File: src/rtl/disp_scheduler.sv
// Round-robin display scheduler: four byte sources share one display, each holding it for a
// DWELL_TICKS-scan dwell. Optional Blank output is enabled with `define DISP_BLANK_EN.
module disp_scheduler #(
  parameter int CLK_DIV     = 4,
  parameter int DWELL_TICKS = 2
) (
  input  logic        Clk,
  input  logic        Rst,
  input  logic [3:0]  Req,
  input  logic [31:0] Src_data,
  output logic [3:0]  Grant,
  output logic [1:0]  Src_id,
  output logic [7:0]  Disp_data,
  output logic        Scan_en,
  output logic        Busy
`ifdef DISP_BLANK_EN
  ,
  output logic        Blank
`endif
);

  localparam int PW = (CLK_DIV > 1) ? $clog2(CLK_DIV) : 1;
  localparam int DW = $clog2(DWELL_TICKS + 1);

  typedef enum logic [1:0] {S_IDLE, S_GRANT, S_HOLD} state_t;

  state_t          state_q, state_d;
  logic [PW-1:0]   presc_q;
  logic [DW-1:0]   dwell_q, dwell_d;
  logic [1:0]      last_q, sel_q, sel_d, pick_idx, srcid_q;
  logic [7:0]      disp_q;
  logic            pick_vld, cap, done;

  // Free-running scan prescaler, unaffected by the FSM.
  always_ff @(posedge Clk or posedge Rst) begin
    if (Rst)                             presc_q <= '0;
    else if (presc_q == PW'(CLK_DIV-1))  presc_q <= '0;
    else                                 presc_q <= presc_q + 1'b1;
  end

  assign Scan_en = (presc_q == PW'(CLK_DIV-1));

  // First requester after `last`; `last` itself only when it is the sole requester.
  always_comb begin
    pick_vld = |Req;
    pick_idx = last_q;
    for (int k = 3; k >= 1; k--)
      if (Req[last_q + 2'(k)]) pick_idx = last_q + 2'(k);
  end

  always_ff @(posedge Clk or posedge Rst) begin
    if (Rst) begin
      state_q <= S_IDLE;
      sel_q   <= '0;
      dwell_q <= '0;
    end else begin
      state_q <= state_d;
      sel_q   <= sel_d;
      dwell_q <= dwell_d;
    end
  end

  always_comb begin
    state_d = state_q;
    sel_d   = sel_q;
    dwell_d = dwell_q;
    Grant   = '0;
    cap     = 1'b0;
    done    = 1'b0;
    unique case (state_q)
      S_IDLE: if (pick_vld) begin
        sel_d   = pick_idx;
        state_d = S_GRANT;
      end
      S_GRANT: begin
        Grant   = 4'b0001 << sel_q;
        cap     = 1'b1;
        dwell_d = '0;
        state_d = S_HOLD;
      end
      S_HOLD: if (Scan_en) begin
        if (dwell_q == DW'(DWELL_TICKS-1)) begin
          state_d = S_IDLE;
          done    = 1'b1;
        end else begin
          dwell_d = dwell_q + 1'b1;
        end
      end
      default: state_d = S_IDLE;
    endcase
  end

  always_ff @(posedge Clk or posedge Rst) begin
    if (Rst) begin
      disp_q  <= '0;
      srcid_q <= '0;
      last_q  <= 2'd3;
    end else if (cap) begin
      disp_q  <= Src_data[sel_q*8 +: 8];
      srcid_q <= sel_q;
      last_q  <= sel_q;
    end
  end

  assign Disp_data = disp_q;
  assign Src_id    = srcid_q;
  assign Busy      = (state_q != S_IDLE);

`ifdef DISP_BLANK_EN
  logic blank_q;
  always_ff @(posedge Clk or posedge Rst) begin
    if (Rst)                     blank_q <= 1'b1;
    else if (cap)                blank_q <= 1'b0;
    else if (done && Req == '0)  blank_q <= 1'b1;
  end
  assign Blank = blank_q;
`else
  // done only drives Blank; keep it referenced in the default build.
  logic unused_done;
  assign unused_done = done;
`endif

endmodule
File: config.mk
export PLATFORM = sky130hd
export DESIGN_NAME = disp_scheduler
export DESIGN_NICKNAME = d
export VERILOG_FILES = /design/src/rtl/disp_scheduler.sv
export SDC_FILE = /design/constraint.sdc
export NUM_CORES = 1
export LEC_CHECK = 0
export ABC_CLOCK_PERIOD_IN_PS = 1930
export CELL_PAD_IN_SITES_DETAIL_PLACEMENT = 0
export CELL_PAD_IN_SITES_GLOBAL_PLACEMENT = 1
export CORE_ASPECT_RATIO = 1.2
export CORE_UTILIZATION = 29
export CTS_CLUSTER_DIAMETER = 50
export DETAILED_ROUTE_END_ITERATION = 10
export GPL_TIMING_DRIVEN = 0
export HOLD_SLACK_MARGIN = 0.02
export PLACE_DENSITY = 0.79
export SYNTH_ARGS = -nofsm -noshare
export SYNTH_HDL_FRONTEND = slang
export SYNTH_SLANG_ARGS = --single-unit
export TNS_END_PERCENT = 5
File: constraint.sdc
create_clock -name Clk -period 1.93 [get_ports Clk]
set_clock_uncertainty 0.1 [all_clocks]
set_input_delay 0.386 -clock Clk [delete_from_list [all_inputs] [get_ports Clk]]
set_output_delay 0.386 -clock Clk [all_outputs]
set_load 0.005 [all_outputs]
## Word level (Yosys, flattened, before mapping)

Cells that the tools add are included.

| word-level totals | value |
|---|---|
| bits in read-only memories | 0 |
| bits of input ports | 38 |
| latch bits | 0 |
| memories | 0 |
| output and inout port bits | 16 |
| register bits | 20 |
| bits in writable memories | 0 |
| logic and storage cells | 51 |

| operators by class | value |
|---|---|
| add/subtract/negate cells | 5 |
| shift-type cells | 2 |
| $mul | 0 |
| bitwise gates (word level) | 0 |
| magnitude comparators | 3 |
| eq/ne operators | 8 |
| reductions and logical operators | 7 |
| div/mod/pow operators | 0 |
| mux-type cells | 19 |

Operators by type and width:

| operator | number |
|---|---|
| $shiftx A32 B6 Y8 | 1 |
| $mux W2 | 9 |
| $lt A2 B3 Y1 const B | 3 |
| $ne A2 B2 Y1 const B | 4 |
| $add A2 B1 Y2 const B | 3 |
| $bmux W1 S2 | 3 |
| $pmux W2 S3 | 1 |
| $reduce_and A3 Y1 | 2 |
| $add A2 B2 Y2 const B | 2 |
| $eq A2 B1 Y1 const B | 2 |
| $eq A2 B2 Y1 const B | 2 |
| $mux W1 | 4 |
| $mux W4 | 1 |
| $pmux W2 S2 | 1 |
| $reduce_bool A2 Y1 | 2 |
| $reduce_or A4 Y1 | 1 |
| $shl A1 B2 Y4 const A | 1 |
| $logic_not A2 Y1 | 1 |
| $reduce_and A2 Y1 | 1 |

## Longest topological paths before layout

Gate-level depths: netlist of the first run.

| logic depth | value |
|---|---|
| depth after elaboration | 6 |
| gate-level depth with buffers | 5 |
| depth with buffers taken out | 5 |

## Worst setup path before layout of the first run

No wires, ideal clock.

| path | value |
|---|---|
| path type | register to output |
| from | register state_q[1] |
| to | output Grant[1] |
| path slack | 0.316 ns |
| cell stages (with the launch flop) | 5 |
| data required time | 1.444 ns |
| arrival | 1.128 ns |
| buffers on the path | 1 |
| cells stage by stage | dfrtp_1 > and2b_2 > clkbuf_1 > nand2_1 > nor2_1 |

| between the ends | value |
|---|---|
| cells in the longest elaborated chain, start to end | 2 |

Ends and longest elaborated chain:

| item | line | RTL |
|---|---|---|
| start, declared | 27 | `state_t state_q, state_d;` |
| start signal, assigned | 57 | `state_q <= state_d;` |
| $eq A2 B1 Y1 | 70 | `unique case (state_q)` |
| $mux W4 | 70 |  |
| end, declared | 11 | `output logic [3:0] Grant,` |

No other way between the ends.

## Worst setup path in the final report of the first run

| path | value |
|---|---|
| from | register state_q[0] |
| to | output Grant[3] |

Same word-level chain as after synthesis.

==> flow_summary.yaml, run 1 <==
run_status:
  status: "completed"
timing:
  post-route-period-util_pct: 96.61
  fin_crit_ns: 1.865
  rsz0062_at_grt: "false"
  tightest_slew_ns: 0.7847
  hold_slack_ns: 0.3300
  setup_viol: 0
  hold_viol: 0
  maxSlewHeadroom_pct: 47.63
  drv_slew: 0
  maxClockFrequency_ghz: 0.5363
placed_design:
  dp_hpwl_mm: 2.388
  dp.cells: 215
  gp_congestion: 0.7326
  io_buffers: 53
drt:
  drc: 0
  first_iter_violations: 48
  vias_per_cell: 4.671
  via_count: 1065
  wirelength_mm: 3.188
  drt-pass1-iter-count: 4
  wire_per_inst_um: 13.98
  ant_nets: 0
synthesis:
  synth_area_um2: 1111
  netlist.area_leader.share_pct: 40.54
  syn_nets: 150
  synth.distinct_cells: 30
  synth-edff-count: 0
  synth_warnings: 0
  synthTopCellsByArea: "dfrtp_1 (41%), mux4_2 (16%), nand2_1 (13%)"
  synth_top_flop_cell: "dfrtp_1"
  synth_common_cells: "nand2_1 (37), dfrtp_1 (18), mux4_2 (8)"
  yosysMostFrequentCell: "nand2_1"
  synthCells: 110
  async_flop_share_pct: 100.0
  synth-seq-cells: 20
  synth_top_cell_by_area: "dfrtp_1"
  ys_seq_area_share_pct: 45.27
  avgSynthCellArea_um2: 10.10
final_layout:
  nets: 217
  drive_gt1_share_pct: 22.73
  diodes: 0
  fin_cells: 228
  area_delta_synth_final_pct: 70.83
global_routing:
  grt_usage_pct: 16.76
  grt_start_max_net_pins: 21
  grt_pass1_wl_mm: 5.092
  grt_overflow: 0
  antenna_found_initial: 0
  grt_pass1_vias: 1055
clock_network:
  root_buffer: "clkbuf_8"
  clock_sinks: 20
  cts_max_level: 1
  clkLatencyLatePin_ns: 0.27
  ctsLongestPathBuffers: 2
  cts-hold-fix-buffers: 0
  tritoncts: "built"
  numCtsBuffers: 3
  cts.clk_slew.worst_paths_ns: 0.07
die:
  num_rows: 24
  pin_count: 54
  dieWidth_um: 58.51
  fp.coreArea_um2: 3664
  start_util_pct: 30.33
  die_h_um: 69.81
  die-area_um2: 4084
power:
  switchingPower_mw: 0.8561
  p_per_area_nw_per_um2: 1330
  max-vdd-ir-drop_mv: 0.5622
  intPower_mw: 1.668
  finalPower_mw: 2.524
  clock_power_share_pct: 13.3
  combPwrFrac_pct: 57.3
  seqPwrFrac_pct: 29.5
  p_leak_nw: 0.8379
  switching_share_pct: 33.92
critical_path:
  critPathCaptureType: "output port"
  reg2reg_from: "state_q[1]"
  crit_path_cell_trace: "and2b_2 > and3_1 > dlygate4sd2_1"
  crit_buf_inv: 1
  arrival_ns: 1.38
  critPathSlowestCell: "dfrtp_2"
  crit_start: "state_q[0]"
  r2r_slack_ns: 0.20
  critPathLaunchType: "register"
  crit_required_ns: 1.44
  cpPeakStageDelay_ns: 0.45
  path_class: "register to output port"
  cp_max_fo: 5
  crit_family: "flip-flops"
min_path:
  hold_path_class: "register to register"
  min_from: "presc_q[0]"
run:
  drv_cap: 0
[routing by layer]
metal  GRT usage [%]  up-vias  share of wire, %
li1                -      514                 -
met1           19.28      516                39
met2           28.86       28                53
met3           2.239        7               4.3
met4           9.788        0               2.9
met5               0        -                 0
[cell families (layout without fill, tap and decap cells)]
kind of cell / Yosys count / in the layout / share of synthesized area [%]
compound gates: 12 / 12 / 7.658
buf+inv: 10 / 76 / 3.490
flops: 20 / 20 / 45.27
mux: 10 / 10 / 18.02
fa+ha+maj: 2 / 2 / 2.252
simple gates: 56 / 56 / 23.31
[state kept, by name (all words and copies together), names as in the netlist]
name       count
Disp_data      8
Src_id         2
dwell_q        2
last_q         2
presc_q        2
sel_q          2
state_q        2
[metrics by stage]
stage	util (%)	setup WS [ns]	TNS, ns	cell area [um2]
finish	51.81	0.06546	0	1898
global placement	46.58	-0.4111	-1.033	1707
floorplan	-	0.3165	0	1111
CTS	50.48	0.002793	0	1849
detailed placement	46.58	-0.4112	-1.069	1707
global route	51.81	0.01649	0	1898
[path summary, 6_finish.rpt]
kind	endpoint	cells after the start
setup reg to reg	sel_q[0]	4
hold / removal	presc_q[0]	1
max in group asynchronous	sel_q[0]	2
setup / recovery	Grant[3]	3
hold reg to reg	presc_q[0]	1
min in group asynchronous	Disp_data[6]	2
[power groups by stage]
stage / sequential, mW / clock (mW) / combinational [mW]
after global routing: 0.767 / 0.359 / 1.59
after CTS: 0.748 / 0.344 / 1.35
after floorplan: 0.756 / 0 / 0.665
after global placement: 0.766 / 0 / 1.14
final: 0.744 / 0.335 / 1.45
after detailed placement: 0.779 / 0 / 1.16
[layout by cell type, fill, tap and decap left out, types with 2 or more instances in the layout]
cell,synthesis,layout
buf_4,0,8
clkbuf_8,0,6
clkdlybuf4s50_1,0,48
dfrtp_1,18,14
dfrtp_2,0,4
dfstp_2,2,2
dlygate4sd2_1,0,3
inv_1,5,5
mux2i_1,2,2
mux4_2,8,8
nand2_1,37,36
nand2b_1,4,3
nor2_1,3,3
nor3_1,2,2
nor3b_1,3,2
o21ai_0,3,3
o22ai_1,2,2
[area by class of cell]
| class | instances | area, um2 |
|---|---|---|
| repair buffers | 62 | 601.8 |
| well taps | 52 | 65.06 |
| clock buffers | 4 | 55.05 |
| multi-input cells | 80 | 591.8 |
| flip-flops and latches | 20 | 508.0 |
| inverters | 5 | 18.77 |
| plain buffers | 5 | 57.56 |
| fillers | 342 | 1765 |
[timing repair]
action                     4_1_cts  5_1_grt
setup endpoints to repair        5        3
setup buffers                    4        4
gates resized for setup         27        5
hold endpoints to repair         0        0
gates cloned                     0        1
No activity file was read; power rests on OpenSTA's default activity.
==> run 2: changes to the inputs <==
--- a/config.mk
+++ b/config.mk
@@ -9,12 +9,15 @@
 export CELL_PAD_IN_SITES_DETAIL_PLACEMENT = 0
 export CELL_PAD_IN_SITES_GLOBAL_PLACEMENT = 1
 export CORE_ASPECT_RATIO = 1.2
+export CORE_MARGIN = 5
 export CORE_UTILIZATION = 29
 export CTS_CLUSTER_DIAMETER = 50
 export DETAILED_ROUTE_END_ITERATION = 10
+export GPL_ROUTABILITY_DRIVEN = 0
 export GPL_TIMING_DRIVEN = 0
 export HOLD_SLACK_MARGIN = 0.02
 export PLACE_DENSITY = 0.79
+export SKIP_CTS_REPAIR_TIMING = 1
 export SYNTH_ARGS = -nofsm -noshare
 export SYNTH_HDL_FRONTEND = slang
 export SYNTH_SLANG_ARGS = --single-unit
==> flow_summary.yaml, run 2 (synthesis results as in run 1) <==
run_status:
  status: "completed"
drt:
  via_count: 991
  ant_nets: 0
  first_iter_violations: 37
  drt-pass1-iter-count: 3
  wirelength_mm: 3.178
  drc: 0
  wire_per_inst_um: 14.45
  vias_per_cell: 4.505
final_layout:
  final_common_cell: "clkdlybuf4s50_1"
  multi_input_area_um2: 576.8
  largest_register_ffs: 8
  drive_gt1_share_pct: 16.67
  final_cell_mix: "clkdlybuf4s50_1 (48), nand2_1 (37), dfrtp_1 (14)"
  diodes: 0
  seqCellArea_um2: 508.0
  area_delta_synth_final_pct: 63.51
  design_area_um2: 1817
  fin_cells: 220
  nets: 210
  fillers: 383
critical_path:
  crit_required_ns: 1.44
  arrival_ns: 1.36
  r2r-end: "sel_q[0]"
  crit_path_cell_trace: "ha_1 > clkdlybuf4s50_1"
  critPathLaunchType: "register"
  critPathCaptureType: "output port"
  critPathSlowestCell: "clkdlybuf4s50_1"
  cp_max_fo: 5
  crit_buf_inv: 1
  cpPeakStageDelay_ns: 0.53
  r2r_slack_ns: 0.21
  crit_family: "buffers and inverters"
  reg2reg_depth: 4
  reg2reg_from: "state_q[1]"
  path_class: "register to output port"
placed_design:
  dp.cells: 215
  dp_hpwl_mm: 2.540
  io_buffers: 53
  post_dp_cell_area_um2: 1707
timing:
  hold_slack_ns: 0.3289
  fin_crit_ns: 1.846
  tightest_slew_ns: 0.7705
  maxClockFrequency_ghz: 0.5417
  post-route-period-util_pct: 95.64
  maxSlewHeadroom_pct: 48.57
  hold_viol: 0
  setup_viol: 0
  rsz0062_at_grt: "true"
  drv_slew: 0
  finalSetupTns_ns: 0
die:
  start_util_pct: 30.33
  die-area_um2: 5174
  pin_count: 54
  dieWidth_um: 66.51
  num_rows: 24
  die_h_um: 77.81
  fp.coreArea_um2: 3664
clock_network:
  root_buffer: "clkbuf_8"
  tritoncts: "built"
  clkLatencyLatePin_ns: 0.25
  ctsLongestPathBuffers: 2
  cts_max_level: 1
  cts.clk_slew.worst_paths_ns: 0.07
  clock_sinks: 20
  numCtsBuffers: 3
power:
  seqPwrFrac_pct: 33.6
  intPower_mw: 1.504
  max-vdd-ir-drop_mv: 0.4912
  switchingPower_mw: 0.7750
  p_per_area_nw_per_um2: 1254
  combPwrFrac_pct: 54.8
  clock_power_share_pct: 11.6
  switching_share_pct: 34.01
  finalPower_mw: 2.279
  p_leak_nw: 0.8417
min_path:
  min_path_cells: 1
  min_from: "presc_q[0]"
  whs_endpoint: "presc_q[0]"
  hold_path_class: "register to register"
global_routing:
  grt_pass1_wl_mm: 5.064
  grt_usage_pct: 12.67
  grt_overflow: 0
  grt_start_max_net_pins: 21
  grt_pass1_vias: 1050
  antenna_found_initial: 0
run:
  drv_cap: 0
[run 2: power groups by stage]
stage	logic (mW)	clock network [mW]	registers (mW)
final	1.25	0.265	0.765
after global routing	1.38	0.296	0.794
after CTS	1.17	0.276	0.765
after detailed placement	1.16	0	0.773
after global placement	1.13	0	0.762
after floorplan	0.665	0	0.756
[run 2: cell type report]
class,instances,share of cell area (%)
buffer,5,2.686
tap,52,3.581
timing repair buffer,55,30.72
inverter,5,1.033
multi-input combinational,80,31.75
sequential,20,27.96
clock buffer,3,2.273
[run 2: worst max path at each step]
stage / cells past startpoint / slack [ns] / endpoint / from
3_3_place_gp: 5 / -0.42 / Grant[1] / state_q[1]
5_1_grt: 5 / -0.03 / Grant[1] / state_q[1]
4_1_cts: 5 / -0.71 / Grant[1] / state_q[1]
6_report: 2 / 0.08 / Scan_en / presc_q[0]
3_5_place_dp: 5 / -0.42 / Grant[1] / state_q[1]
2_1_floorplan: 4 / 0.32 / Grant[1] / state_q[1]
[run 2: metal layers]
metal | vias to the layer above | global-route usage (%) | share of wire, %
li1 | 500 | - | -
met1 | 457 | 14.74 | 37
met2 | 25 | 21.65 | 55
met3 | 9 | 2.023 | 4.8
met4 | 0 | 7.114 | 3.7
met5 | - | 0 | 0
[run 2: through the flow]
step / utilization, % / setup slack, ns
floorplan: - / 0.3165
global placement: 46.58 / -0.4183
detailed placement: 46.58 / -0.4213
CTS: 47.71 / -0.7080
global route: 49.59 / -0.02808
finish: 49.59 / 0.08409
==> run 3: changes to the inputs <==
--- a/config.mk
+++ b/config.mk
@@ -5,19 +5,21 @@
 export SDC_FILE = /design/constraint.sdc
 export NUM_CORES = 1
 export LEC_CHECK = 0
+export ABC_AREA = 1
 export ABC_CLOCK_PERIOD_IN_PS = 1930
 export CELL_PAD_IN_SITES_DETAIL_PLACEMENT = 0
 export CELL_PAD_IN_SITES_GLOBAL_PLACEMENT = 1
 export CORE_ASPECT_RATIO = 1.2
 export CORE_MARGIN = 5
-export CORE_UTILIZATION = 29
+export CORE_UTILIZATION = 28
 export CTS_CLUSTER_DIAMETER = 50
 export DETAILED_ROUTE_END_ITERATION = 10
 export GPL_ROUTABILITY_DRIVEN = 0
 export GPL_TIMING_DRIVEN = 0
 export HOLD_SLACK_MARGIN = 0.02
-export PLACE_DENSITY = 0.79
+export PLACE_DENSITY = 0.8
 export SKIP_CTS_REPAIR_TIMING = 1
+export SLEW_MARGIN = 20
 export SYNTH_ARGS = -nofsm -noshare
 export SYNTH_HDL_FRONTEND = slang
 export SYNTH_SLANG_ARGS = --single-unit
==> flow_summary.yaml, run 3 <==
synthesis:
  async_flop_share_pct: 100.0
  yosysMostFrequentCell: "nand2_1"
  synthMuxAreaShare_pct: 0
  synth.distinct_cells: 21
  ys_seq_area_share_pct: 43.18
  synth_top_flop_cell: "dfrtp_1"
  synth_common_cells: "nand2_1 (70), dfrtp_1 (18), inv_1 (11), nor2_1 (11)"
  synthTopCellsByArea: "dfrtp_1 (39%), nand2_1 (23%), dfstp_2 (4.5%)"
  syn_nets: 201
  synth_warnings: 0
  synth_adder_area_share_pct: 2.148
  synthCells: 161
  netlist.area_leader.share_pct: 38.67
  synth_area_um2: 1165
  synthSimpleGateAreaFrac_pct: 37.16
  avgSynthCellArea_um2: 7.235
  synth-seq-cells: 20
  synth_top_family_by_area: "simple AND/OR/NAND/NOR gates"
  synth-edff-count: 0
  yosys.area_share.xor_xnor_pct: 0
  synth-compound-area-share_pct: 9.452
  synth_top_cell_by_area: "dfrtp_1"
drt:
  wl_met3_um: 281
  drc: 0
  vias_per_cell: 4.458
  ant_nets: 0
  wirelength_mm: 3.295
  dr.max_layer_used: "met4"
  via_count: 1217
  wl_met1_mm: 1.399
  wl_met2_mm: 1.578
  drt-pass1-iter-count: 4
  first_iter_violations: 38
  wire_per_inst_um: 12.07
critical_path:
  crit_start: "state_q[1]"
  cp_max_fo: 3
  path_class: "register to output port"
  reg2reg_from: "last_q[0]"
  r2r-end: "sel_q[0]"
  critPathCaptureType: "output port"
  critPathLaunchType: "register"
  r2r_slack_ns: 0.45
  crit_end: "Grant[2]"
  arrival_ns: 1.59
  crit_required_ns: 1.44
  reg2reg_depth: 12
final_layout:
  seqCellArea_um2: 503.0
  fillers: 400
  drive_gt1_share_pct: 11.42
  diodes: 0
  largest_register_ffs: 8
  nets: 260
  multi_input_area_um2: 570.5
  post-route-util_pct: 46.68
  final_cell_mix: "nand2_1 (70), clkdlybuf4s50_1 (50), dfrtp_1 (18)"
  area_delta_synth_final_pct: 59.18
  final_common_cell: "nand2_1"
die:
  num_rows: 25
  pin_count: 54
  die_h_um: 80.66
  start_util_pct: 29.32
  die-area_um2: 5556
  dieWidth_um: 68.88
  fp.coreArea_um2: 3973
placed_design:
  pre_cts_ws_ns: -0.08186
  dp_hpwl_mm: 2.568
  io_buffers: 53
clock_network:
  cts_max_level: 1
  cts.clk_slew.worst_paths_ns: 0.07
  tritoncts: "built"
  root_buffer: "clkbuf_8"
  clock_sinks: 20
  ctsLongestPathBuffers: 2
  numCtsBuffers: 3
  clkLatencyLatePin_ns: 0.26
timing:
  maxClockFrequency_ghz: 0.4815
  hold_viol: 0
  setup_slack_ns: -0.1470
  rsz0062_at_grt: "true"
  post-route-period-util_pct: 107.6
  tightest_slew_ns: 0.7715
  drv_slew: 0
  setup_viol: 1
  fin_crit_ns: 2.077
  maxSlewHeadroom_pct: 48.51
min_path:
  min_path_cells: 1
  hold_path_class: "register to register"
global_routing:
  grt_pass1_wl_mm: 5.478
  grt_overflow: 0
  grt_pass1_vias: 1247
  antenna_found_initial: 0
  grt_start_max_net_pins: 21
  grt_usage_pct: 13.05
run_status:
  failed_checks: "negative setup slack"
  status: "finished with violations"
run:
  drv_cap: 0
power:
  p_per_area_nw_per_um2: 1380
  max-vdd-ir-drop_mv: 0.5014
  p_leak_nw: 0.9061
-- run 3: changes by cell type after synthesis, moves of 6 or more --
cell / previous run / this run
nand4_1: 0 / 6
a22oi_1: 0 / 6
mux4_2: 8 / 0
nand2_1: 37 / 70
nor2_1: 3 / 11
nand3_1: 0 / 6
inv_1: 5 / 11
-- run 3: kinds of logic after synthesis --
group | count (synthesis)
AND/OR/NAND/NOR | 101
buffers and inverters | 21
flip-flops | 20
AO/OA/AOI/OAI | 17
adder cells (fa/ha/maj) | 2
-- run 3: per-stage QoR --
| stage | TNS [ns] | hold WS (ns) | area [um2] | cells | total power [mW] |
|---|---|---|---|---|---|
| 3_3_place_gp | -0.1524 | 0.3113 | 1763 | 268 | 2.137 |
| 4_1_cts | -1.142 | 0.3310 | 1834 | 272 | 2.582 |
| 5_1_grt | -0.2626 | 0.3497 | 1854 | 273 | 2.804 |
| 6_report | -0.1470 | 0.3271 | 1854 | 273 | 2.559 |
| 2_1_floorplan | 0 | 0.2483 | 1165 | 161 | 1.578 |
| 3_5_place_dp | -0.1448 | 0.3201 | 1763 | 268 | 2.142 |
-- run 3: area by class of cell --
type                    count  area share (%)
plain buffers               3           1.282
clock buffers               3           2.227
clock inverters             1           1.619
inverters                  18           3.914
multi-input cells         120           30.77
flip-flops and latches     20           27.13
well taps                  54           3.644
repair buffers             54           29.42
-- run 3: how the worst min path moves through the flow --
stage                    start            to  slack (ns)
finish              presc_q[0]    presc_q[0]        0.33
global route        presc_q[0]    presc_q[0]        0.35
CTS                 presc_q[0]    presc_q[0]        0.33
detailed placement  presc_q[0]    presc_q[0]        0.32
global placement    presc_q[0]    presc_q[0]        0.31
floorplan                  Rst  Disp_data[0]        0.25
-- run 3: metal layers --
layer	vias up	GRT usage [%]
met5	-	0
met4	0	4.288
met3	4	3.916
met2	37	22.33
met1	542	15.19
li1	634	-
-- run 3: critical path, stage by stage, from the launching register on --
cell and delay, ns:
dfrtp_1 0.38, inv_1 0.07, nand2_1 0.09, inv_2 0.08, nand2_1 0.08, nor2_1 0.12, clkdlybuf4s50_1 0.51
-- run 3: report_power, final --
| group | switching [mW] | internal (mW) |
|---|---|---|
| logic | 0.742 | 0.647 |
| registers | 0.137 | 0.613 |
| clock network | 0.144 | 0.277 |
| total | 1.02 | 1.54 |
